File: config.mk
export PLATFORM = sky130hd
export DESIGN_NAME = opl_timer_probe_accel
export DESIGN_NICKNAME = d
export VERILOG_FILES = /design/src/rtl/opl_timer_probe_accel.sv
export SDC_FILE = /design/constraint.sdc
export NUM_CORES = 1
export LEC_CHECK = 0
export BUFFER_PORTS_ARGS = -buffer_cell sky130_fd_sc_hd__buf_4
export CORE_UTILIZATION = 50
export CTS_CLUSTER_DIAMETER = 30
export CTS_CLUSTER_SIZE = 25
export DETAILED_ROUTE_END_ITERATION = 6
export GPL_ROUTABILITY_DRIVEN = 0
export PLACE_DENSITY = 0.71
export SYNTH_ARGS = -nofsm -noshare
export SYNTH_HDL_FRONTEND = slang
export SYNTH_SLANG_ARGS = --single-unit
File: constraint.sdc
create_clock -name clk -period 1.8 [get_ports clk]
set_input_delay 0.18 -clock clk [delete_from_list [all_inputs] [get_ports clk]]
set_output_delay 0.18 -clock clk [all_outputs]
set_load 0.03 [all_outputs]
File: src/rtl/opl_timer_probe_accel.sv
// OPL timer-probe accelerator: tracks bank-0 timer preload/control writes and forces a
// timer overflow once enough host reads have been seen while that timer is running.
module opl_timer_probe_accel #(
    parameter int unsigned NUM_TIMERS        = 2,
    parameter int unsigned RD_THRESHOLD      = 50,
    parameter int unsigned MATCH_ANY_PRELOAD = 0,
    parameter int unsigned STAT_WIDTH        = 8
) (
    input  logic                  clk,
    input  logic                  reset,
    input  logic                  cs_n,
    input  logic                  rd_n,
    input  logic                  wr_n,
    input  logic [1:0]            address,
    input  logic [7:0]            din,
    input  logic                  enable,
    output logic [NUM_TIMERS-1:0] force_timer_overflow,
    output logic [NUM_TIMERS-1:0] armed,
    output logic [STAT_WIDTH-1:0] fire_count
);

    localparam int unsigned CntWidth = $clog2(4 * RD_THRESHOLD + 1);
    localparam int unsigned SumWidth = STAT_WIDTH + 1;
    localparam logic [CntWidth-1:0] Thr1 = CntWidth'(RD_THRESHOLD);
    localparam logic [CntWidth-1:0] Thr2 = CntWidth'(4 * RD_THRESHOLD);

    typedef enum logic [1:0] {StIdle, StArmed, StFired} state_e;

    logic                  cs_n_q, rd_n_q, wr_n_q;
    logic [1:0]            addr_q;
    logic [7:0]            din_q;
    logic                  rd_act, wr_act, wr_edge;
    logic                  rd_act_prev_q, wr_act_prev_q;
    logic                  rd_edge_q, reg_wr_q;
    logic [7:0]            reg_data_q;
    logic                  bank_q;
    logic [7:0]            reg_addr_q, pre1_q, pre2_q;
    logic                  ctl_wr, other_wr;
    state_e                state_q [NUM_TIMERS];
    state_e                state_d [NUM_TIMERS];
    logic [CntWidth-1:0]   cnt_q [NUM_TIMERS];
    logic [CntWidth-1:0]   cnt_d [NUM_TIMERS];
    logic [NUM_TIMERS-1:0] force_q, force_d;
    logic [STAT_WIDTH-1:0] fire_count_q;
    logic [SumWidth-1:0]   fire_sum;

    assign rd_act   = ~cs_n_q & ~rd_n_q;
    assign wr_act   = ~cs_n_q & ~wr_n_q;
    assign wr_edge  = wr_act & ~wr_act_prev_q;
    assign ctl_wr   = reg_wr_q & ~bank_q & (reg_addr_q == 8'h04);
    assign other_wr = reg_wr_q & ~ctl_wr;

    // p1 input stage, then edge detect and write decode
    always_ff @(posedge clk) begin
        if (reset) begin
            cs_n_q        <= 1'b1;
            rd_n_q        <= 1'b1;
            wr_n_q        <= 1'b1;
            addr_q        <= 2'b00;
            din_q         <= 8'h00;
            rd_act_prev_q <= 1'b0;
            wr_act_prev_q <= 1'b0;
            rd_edge_q     <= 1'b0;
            reg_wr_q      <= 1'b0;
            reg_data_q    <= 8'h00;
            bank_q        <= 1'b0;
            reg_addr_q    <= 8'h00;
            pre1_q        <= 8'h00;
            pre2_q        <= 8'h00;
        end else begin
            cs_n_q        <= cs_n;
            rd_n_q        <= rd_n;
            wr_n_q        <= wr_n;
            addr_q        <= address;
            din_q         <= din;
            rd_act_prev_q <= rd_act;
            wr_act_prev_q <= wr_act;
            rd_edge_q     <= rd_act & ~rd_act_prev_q;
            reg_wr_q      <= wr_edge & addr_q[0];
            if (wr_edge && addr_q[0]) begin
                reg_data_q <= din_q;
            end
            if (wr_edge && !addr_q[0]) begin
                bank_q     <= addr_q[1];
                reg_addr_q <= din_q;
            end
            if (reg_wr_q && !bank_q && reg_addr_q == 8'h02) begin
                pre1_q <= reg_data_q;
            end
            if (reg_wr_q && !bank_q && reg_addr_q == 8'h03) begin
                pre2_q <= reg_data_q;
            end
        end
    end

    // Priority: enable low, then any write (beats a same-cycle read), then fire/count.
    always_comb begin
        for (int n = 0; n < NUM_TIMERS; n++) begin
            state_d[n] = state_q[n];
            cnt_d[n]   = cnt_q[n];
            force_d[n] = 1'b0;
            if (!enable) begin
                state_d[n] = StIdle;
            end else if (ctl_wr) begin
                if (!reg_data_q[7]) begin
                    if (reg_data_q[n] && !reg_data_q[6-n] &&
                        ((MATCH_ANY_PRELOAD != 0) ||
                         (((n == 0) ? pre1_q : pre2_q) == 8'hFF))) begin
                        state_d[n] = StArmed;
                        cnt_d[n]   = '0;
                    end else begin
                        state_d[n] = StIdle;
                    end
                end
            end else if (other_wr) begin
                state_d[n] = StIdle;
            end else if (state_q[n] == StArmed) begin
                if (cnt_q[n] == ((n == 0) ? Thr1 : Thr2)) begin
                    force_d[n] = 1'b1;
                    state_d[n] = StFired;
                end else if (rd_edge_q) begin
                    cnt_d[n] = cnt_q[n] + CntWidth'(1);
                end
            end
        end
    end

    always_comb begin
        fire_sum = SumWidth'(fire_count_q);
        for (int n = 0; n < NUM_TIMERS; n++) begin
            fire_sum = fire_sum + SumWidth'(force_q[n]);
        end
    end

    always_ff @(posedge clk) begin
        if (reset) begin
            for (int n = 0; n < NUM_TIMERS; n++) begin
                state_q[n] <= StIdle;
                cnt_q[n]   <= '0;
            end
            force_q      <= '0;
            fire_count_q <= '0;
        end else begin
            for (int n = 0; n < NUM_TIMERS; n++) begin
                state_q[n] <= state_d[n];
                cnt_q[n]   <= cnt_d[n];
            end
            force_q      <= force_d;
            fire_count_q <= fire_sum[STAT_WIDTH] ? '1 : fire_sum[STAT_WIDTH-1:0];
        end
    end

    always_comb begin
        for (int n = 0; n < NUM_TIMERS; n++) begin
            armed[n] = (state_q[n] == StArmed);
        end
    end

    assign force_timer_overflow = force_q;
    assign fire_count           = fire_count_q;

endmodule

==> results.py, run 1 <==
metrics = {
    "status": {
        "status": "finished clean",
    },
    "synthesis": {
        "ys_seq_elements": 80,
        "synthFlopType": "dfxtp_1",
        "synthCells": 345,
        "synth-edff-count": 0,
        "synth_area_um2": 3270,
        "muxShareOfSynthArea_pct": 7.64,
        "yosysSeqAreaShare_pct": 48.9,
        "synthXorXnorAreaFrac_pct": 1.07,
        "yosys_warnings": 0,
        "yosys.area_share.simple_pct": 25.4,
        "synth-compound-area-share_pct": 11.8,
        "synthArstFlopShare_pct": 0,
        "synth_fa_ha_area_share_pct": 2.52,
        "ys_types": 53,
        "synthesis.nets": 367,
        "avgSynthCellArea_um2": 9.49,
        "synth_top_family_by_area": "simple AND/OR/NAND/NOR gates",
    },
    "global_routing": {
        "antenna_found_initial": 0,
        "grt_max_degree": 43,
        "grt_pass1_vias": 2337,
        "grt_usage_pct": 19.2,
        "gr-total-overflow": 0,
        "grt_pass1_wl_um": 10600,
    },
    "drt": {
        "postRouteAntennaNets": 0,
        "drt_iter0_markers": 144,
        "vias_per_cell": 5.35,
        "totalWireLength_um": 6190,
        "drc": 0,
        "dr.pass1.iters": 4,
        "wire_per_inst_um": 12.9,
        "num_vias": 2572,
    },
    "worst_setup_path": {
        "end_kind": "flip-flop",
        "worstPathRequired_ns": 2.04,
        "worstPathArrival_ns": 1.94,
        "ff2ff_path_depth": 5,
        "cp_max_fo": 6,
        "crit_type": "flip-flop to flip-flop",
        "start_kind": "flip-flop",
    },
    "power": {
        "power_density_nw_per_um2": 859,
        "power_frac_comb_pct": 4.2,
        "pwr-share-clk_pct": 42.8,
        "switching_share_pct": 22.3,
        "p_leak_nw": 1.57,
        "switchingPower_w": 0.000776,
        "power_w": 0.00348,
        "internal_power_w": 0.00270,
        "ir_drop_uv": 564,
        "p_seq_share_pct": 53.0,
    },
    "sta": {
        "fmax_mhz": 588,
        "post-route-period-util_pct": 94.5,
        "min_period_ns": 1.70,
        "worst_pin_slew_ns": 0.411,
        "hold_viol_final": 0,
        "rsz0062_at_grt": "yes",
        "setup_violations": 0,
        "finClkSkew_ns": 0.00922,
        "slew_headroom_pct": 72.6,
        "slew_violations": 0,
        "hold_ws_ns": 0.0238,
    },
    "cts": {
        "cts_buffers": 9,
        "clk_pin_slew_ns": 0.08,
        "cts_tree": "yes",
        "clock_path_buffers": 2,
        "htree_num_levels": 3,
        "cts_num_sinks": 80,
        "cts_root_buf": "clkbuf_8",
        "clk_latency_ns": 0.36,
    },
    "place": {
        "io_buffers": 27,
        "hpwl_um": 4270,
        "post_dp_cell_area_um2": 3680,
    },
    "die": {
        "rows": 29,
        "num_io_pins": 28,
        "core_area_um2": 6350,
        "initial_utilization_pct": 51.6,
        "dieArea_um2": 6880,
        "die_w_um": 82.9,
        "die_h_um": 82.9,
    },
    "cells_and_area": {
        "final_nets": 421,
        "fill_cells": 522,
        "seq_area_um2": 1610,
        "layout_common_cells": "dfxtp_1, buf_4, nor2_1",
        "multi_input_area_um2": 1650,
        "final_core_util_pct": 63.7,
        "postLayoutCellArea_um2": 4050,
        "layout-drive-gt1-share_pct": 25.0,
        "num_antenna_cells": 0,
        "syn_to_final_growth_pct": 23.6,
        "final_common_cell": "dfxtp_1",
    },
    "job": {
        "max-cap-violations": 0,
    },
    "hold_path": {
        "min_path_type": "primary input to flip-flop",
        "hold_depth": 2,
    },
}
-- per-stage QoR --
step / TNS [ns] / worst slack, ns / cells
floorplan: 0 / 0.0230 / 345
global placement: 0 / 0.0454 / 456
detailed placement: 0 / 0.00614 / 456
CTS: 0 / 0.0526 / 475
global route: -0.0967 / -0.0297 / 481
finish: 0 / 0.0985 / 481
-- per-layer routing --
metal	routed length (um)	up-vias	GRT usage, %	share of wire [%]
li1	-	1318	-	-
met1	3070	1193	25.2	50
met2	2780	50	29.1	45
met3	219	11	4.97	3.5
met4	127	0	9.87	2.1
met5	0	-	0	0
-- sequential cells by signal (all words and copies together), names as in the netlist --
register / count
pre2_q: 8
fire_count: 8
rd_act_prev_q: 1
pre1_q: 8
reg_addr_q: 8
reg_wr_q: 1
wr_act_prev_q: 1
rd_edge_q: 1
rd_n_q: 1
cs_n_q: 1
state_q: 4
force_timer_overflow: 2
wr_n_q: 1
bank_q: 1
reg_data_q: 8
cnt_q: 16
addr_q: 2
din_q: 8
-- path summary, 6_finish.rpt --
kind                 startpoint           to  slack [ns]
hold reg to reg   rd_act_prev_q    rd_edge_q        0.40
setup reg to reg  reg_data_q[0]  cnt_q[0][5]         0.1
hold / removal           din[7]     din_q[7]        0.02
setup / recovery  reg_data_q[0]  cnt_q[0][5]         0.1
-- cell usage after synthesis, types with 2 or more instances --
master / instances / area share, %
and2_1: 3 / 0.57
nor2_1: 34 / 3.9
a211oi_1: 3 / 0.69
o21bai_1: 2 / 0.46
nor3b_1: 3 / 0.69
nand2_1: 31 / 3.6
a311oi_1: 2 / 0.54
or2_2: 7 / 1.3
or3_1: 7 / 1.3
nand3b_1: 2 / 0.46
inv_1: 11 / 1.3
a31oi_1: 4 / 0.76
mux2i_1: 25 / 7.6
o211ai_1: 4 / 0.92
nor3_1: 5 / 0.76
nor4_1: 3 / 0.57
a21oi_1: 19 / 2.9
and3_1: 3 / 0.57
o31ai_1: 4 / 0.92
o21ai_0: 5 / 0.76
a21o_2: 4 / 1.1
clkbuf_1: 9 / 1.0
nand4b_1: 2 / 0.54
dfxtp_1: 80 / 49
nand3_1: 22 / 3.4
nand2b_1: 2 / 0.38
nor2b_1: 15 / 2.9
xor2_1: 3 / 0.80
nand4_1: 3 / 0.57
ha_1: 5 / 1.9
-- logic make-up after synthesis --
logic type,after synthesis
buffers and inverters,22
muxes,25
adders and majority gates,6
and+or+nand+nor,153
xor gates and xnor gates,4
AOI/OAI and AO/OA,55
DFF,80
-- repair_timing --
item | CTS | global route
buffers inserted | 0 | 6
gates resized for setup | 1 | 14
endpoints found under the setup margin | 1 | 21
pin swaps | 0 | 6
hold buffers | 3 | 0
gates cloned | 0 | 0
hold endpoints to repair | 3 | 0
-- power by group through the flow --
stage               combinational (W)  sequential [W]  clock (W)
floorplan                   0.0000863         0.00187          0
detailed placement           0.000137         0.00189          0
CTS                          0.000142         0.00184    0.00152
finish                       0.000144         0.00184    0.00149
global placement             0.000133         0.00188          0
global route                 0.000161         0.00185    0.00160
-- final cells by class --
class	instances	area share, %
Multi-Input combinational cell	243	40.8
Timing Repair Buffer	54	10.4
Sequential cell	80	39.8
Tap cell	77	2.38
Clock buffer	10	3.40
Clock inverter	6	2.23
Inverter	11	1.02
-- worst max-delay path, stage by stage (launching register included) --
cell and delay, ns:
dfxtp_1 0.41, nand4b_1 0.13, or3_1 0.36, or3_1 0.40, nand3b_2 0.18, o211ai_1 0.11
Note: power is estimated with default switching activity, not from simulation.
==> run 2, diff against run 1 <==
CAP_MARGIN = 20   (was not set)
PLACE_DENSITY = 0.69   (was 0.71)
RECOVER_POWER = 50   (was not set)
clock period = 1.6 ns   (was 1.8 ns; I/O delays follow)
==> results.py, run 2 (synthesis gave the netlist of run 1 again) <==
metrics = {
    "sta": {
        "fmax_mhz": 623,
        "tns_ns": -0.00717,
        "finClkSkew_ns": 0.0107,
        "min_period_ns": 1.60,
        "hold_viol_final": 0,
        "slew_headroom_pct": 56.8,
        "setup_violations": 2,
        "finalWorstSetupSlack_ns": -0.00440,
        "hold_ws_ns": 0.00913,
        "post-route-period-util_pct": 100,
        "rsz0062_at_grt": "yes",
        "slew_violations": 0,
        "worst_pin_slew_ns": 0.647,
    },
    "global_routing": {
        "gr-total-overflow": 0,
        "grt_pass1_vias": 2573,
        "grt_usage_pct": 20.5,
        "grt_max_degree": 34,
        "antenna_found_initial": 0,
        "grt_pass1_wl_um": 11500,
    },
    "drt": {
        "totalWireLength_um": 6750,
        "dr.pass1.iters": 4,
        "drt_iter0_markers": 73,
        "drc": 0,
        "vias_per_cell": 5.35,
        "postRouteAntennaNets": 0,
        "wire_per_inst_um": 13.3,
        "num_vias": 2714,
    },
    "cells_and_area": {
        "layout_common_cells": "dfxtp_1, buf_4, nor2_1",
        "final_core_util_pct": 68.2,
        "num_antenna_cells": 0,
        "final_nets": 447,
        "layout-drive-gt1-share_pct": 34.0,
        "regMostFlops": "cnt_q",
        "postLayoutCellArea_um2": 4330,
        "syn_to_final_growth_pct": 32.3,
        "final_common_cell": "dfxtp_1",
        "largest_reg_flops": 16,
    },
    "power": {
        "ir_drop_uv": 576,
        "power_density_nw_per_um2": 845,
        "p_leak_nw": 1.68,
    },
    "hold_path": {
        "min_to": "din_q[1]",
        "hold_depth": 2,
        "worstHoldStart": "din[1]",
        "min_path_type": "primary input to flip-flop",
    },
    "worst_setup_path": {
        "end_kind": "flip-flop",
        "worstPathArrival_ns": 1.86,
        "start_kind": "flip-flop",
        "crit_type": "flip-flop to flip-flop",
        "crit_slowest_cell": "or3_4",
        "ff2ff_path_depth": 6,
        "worstPathRequired_ns": 1.86,
        "path_delay_family": "simple AND/OR/NAND/NOR gates",
        "worstReg2RegStart": "pre2_q[4]",
        "cp_max_fo": 5,
        "crit_buf_inv": 1,
        "crit_chain": "nand4_1, or3_4, o31ai_4, nor2_2, buf_6, a21o_2",
        "critPathLaunch": "pre2_q[4]",
        "timing.rr.end": "cnt_q[0][8]",
        "r2r_slack_ns": -0.004,
        "max_stage_delay_ns": 0.42,
    },
    "place": {
        "hpwl_um": 4650,
        "post_dp_cell_area_um2": 3860,
        "io_buffers": 27,
        "dpl_worst_slack_ns": -0.144,
    },
    "cts": {
        "htree_num_levels": 3,
        "cts_buffers": 9,
        "clk_latency_ns": 0.36,
        "clock_path_buffers": 2,
        "clk_pin_slew_ns": 0.09,
        "cts_num_sinks": 80,
        "cts_root_buf": "clkbuf_8",
        "cts_tree": "yes",
    },
    "job": {
        "max-cap-violations": 0,
    },
    "die": {
        "num_io_pins": 28,
        "die_h_um": 82.9,
        "rows": 29,
        "dieArea_um2": 6880,
        "core_area_um2": 6350,
        "initial_utilization_pct": 51.6,
        "die_w_um": 82.9,
    },
    "status": {
        "status": "finished, violations left",
        "violations": "setup timing",
    },
}
[run 2: changes by cell type in the layout (fill, tap and decap cells not counted), sizes merged]
cell,change
clkinvlp,+1
bufinv,-2
clkinv,+2
dlygate4sd3,+3
clkbuf,+13
buf,+9
[run 2: how the worst max path moves through the flow]
| stage | endpoint | cells after the start |
|---|---|---|
| after global routing | cnt_q[0][9] | 9 |
| after global placement | cnt_q[0][12] | 7 |
| after CTS | cnt_q[0][9] | 9 |
| after detailed placement | cnt_q[0][10] | 5 |
| after floorplan | cnt_q[0][12] | 8 |
| final | cnt_q[0][8] | 6 |
[run 2: per-layer routing]
| layer | vias up | global-route usage (%) | part of all wire, % |
|---|---|---|---|
| met5 | - | 0 | 0 |
| met4 | 0 | 9.25 | 1.7 |
| met3 | 9 | 3.98 | 2.8 |
| met2 | 39 | 33.5 | 47 |
| met1 | 1297 | 26.4 | 48 |
| li1 | 1369 | - | - |
[run 2: layout make-up]
cell class | count | area, um2
clock buffer | 9 | 124
clock inverter | 7 | 68.8
fill | 541 | 2020
inverter | 11 | 41.3
multi-input combinational | 243 | 1760
sequential | 80 | 1620
tap | 77 | 96.3
timing repair buffer | 80 | 619
[run 2: repair_timing]
action,4_1_cts,5_1_grt
endpoints found under the hold margin,6,0
pin swaps,12,16
gates resized for setup,21,26
hold buffers,6,0
buffers inserted,5,5
setup endpoints to repair,27,32
[run 2: worst reg2reg max path, stage by stage (launching register included)]
cell,delay [ns]
dfxtp_2,0.34
nand4_1,0.11
or3_4,0.42
o31ai_4,0.26
nor2_2,0.07
buf_6,0.13
a21o_2,0.18
[run 2: report_power, final]
group	internal (W)	total (W)	switching, W
sequential	0.00203	0.00207	0.0000324
clock	0.000593	0.00139	0.000798
combinational	0.000107	0.000204	0.0000970
[run 2: through the flow]
| step | instances | total power, W |
|---|---|---|
| detailed placement | 475 | 0.00229 |
| floorplan | 345 | 0.00221 |
| CTS | 502 | 0.00370 |
| finish | 507 | 0.00366 |
| global route | 507 | 0.00383 |
| global placement | 475 | 0.00228 |
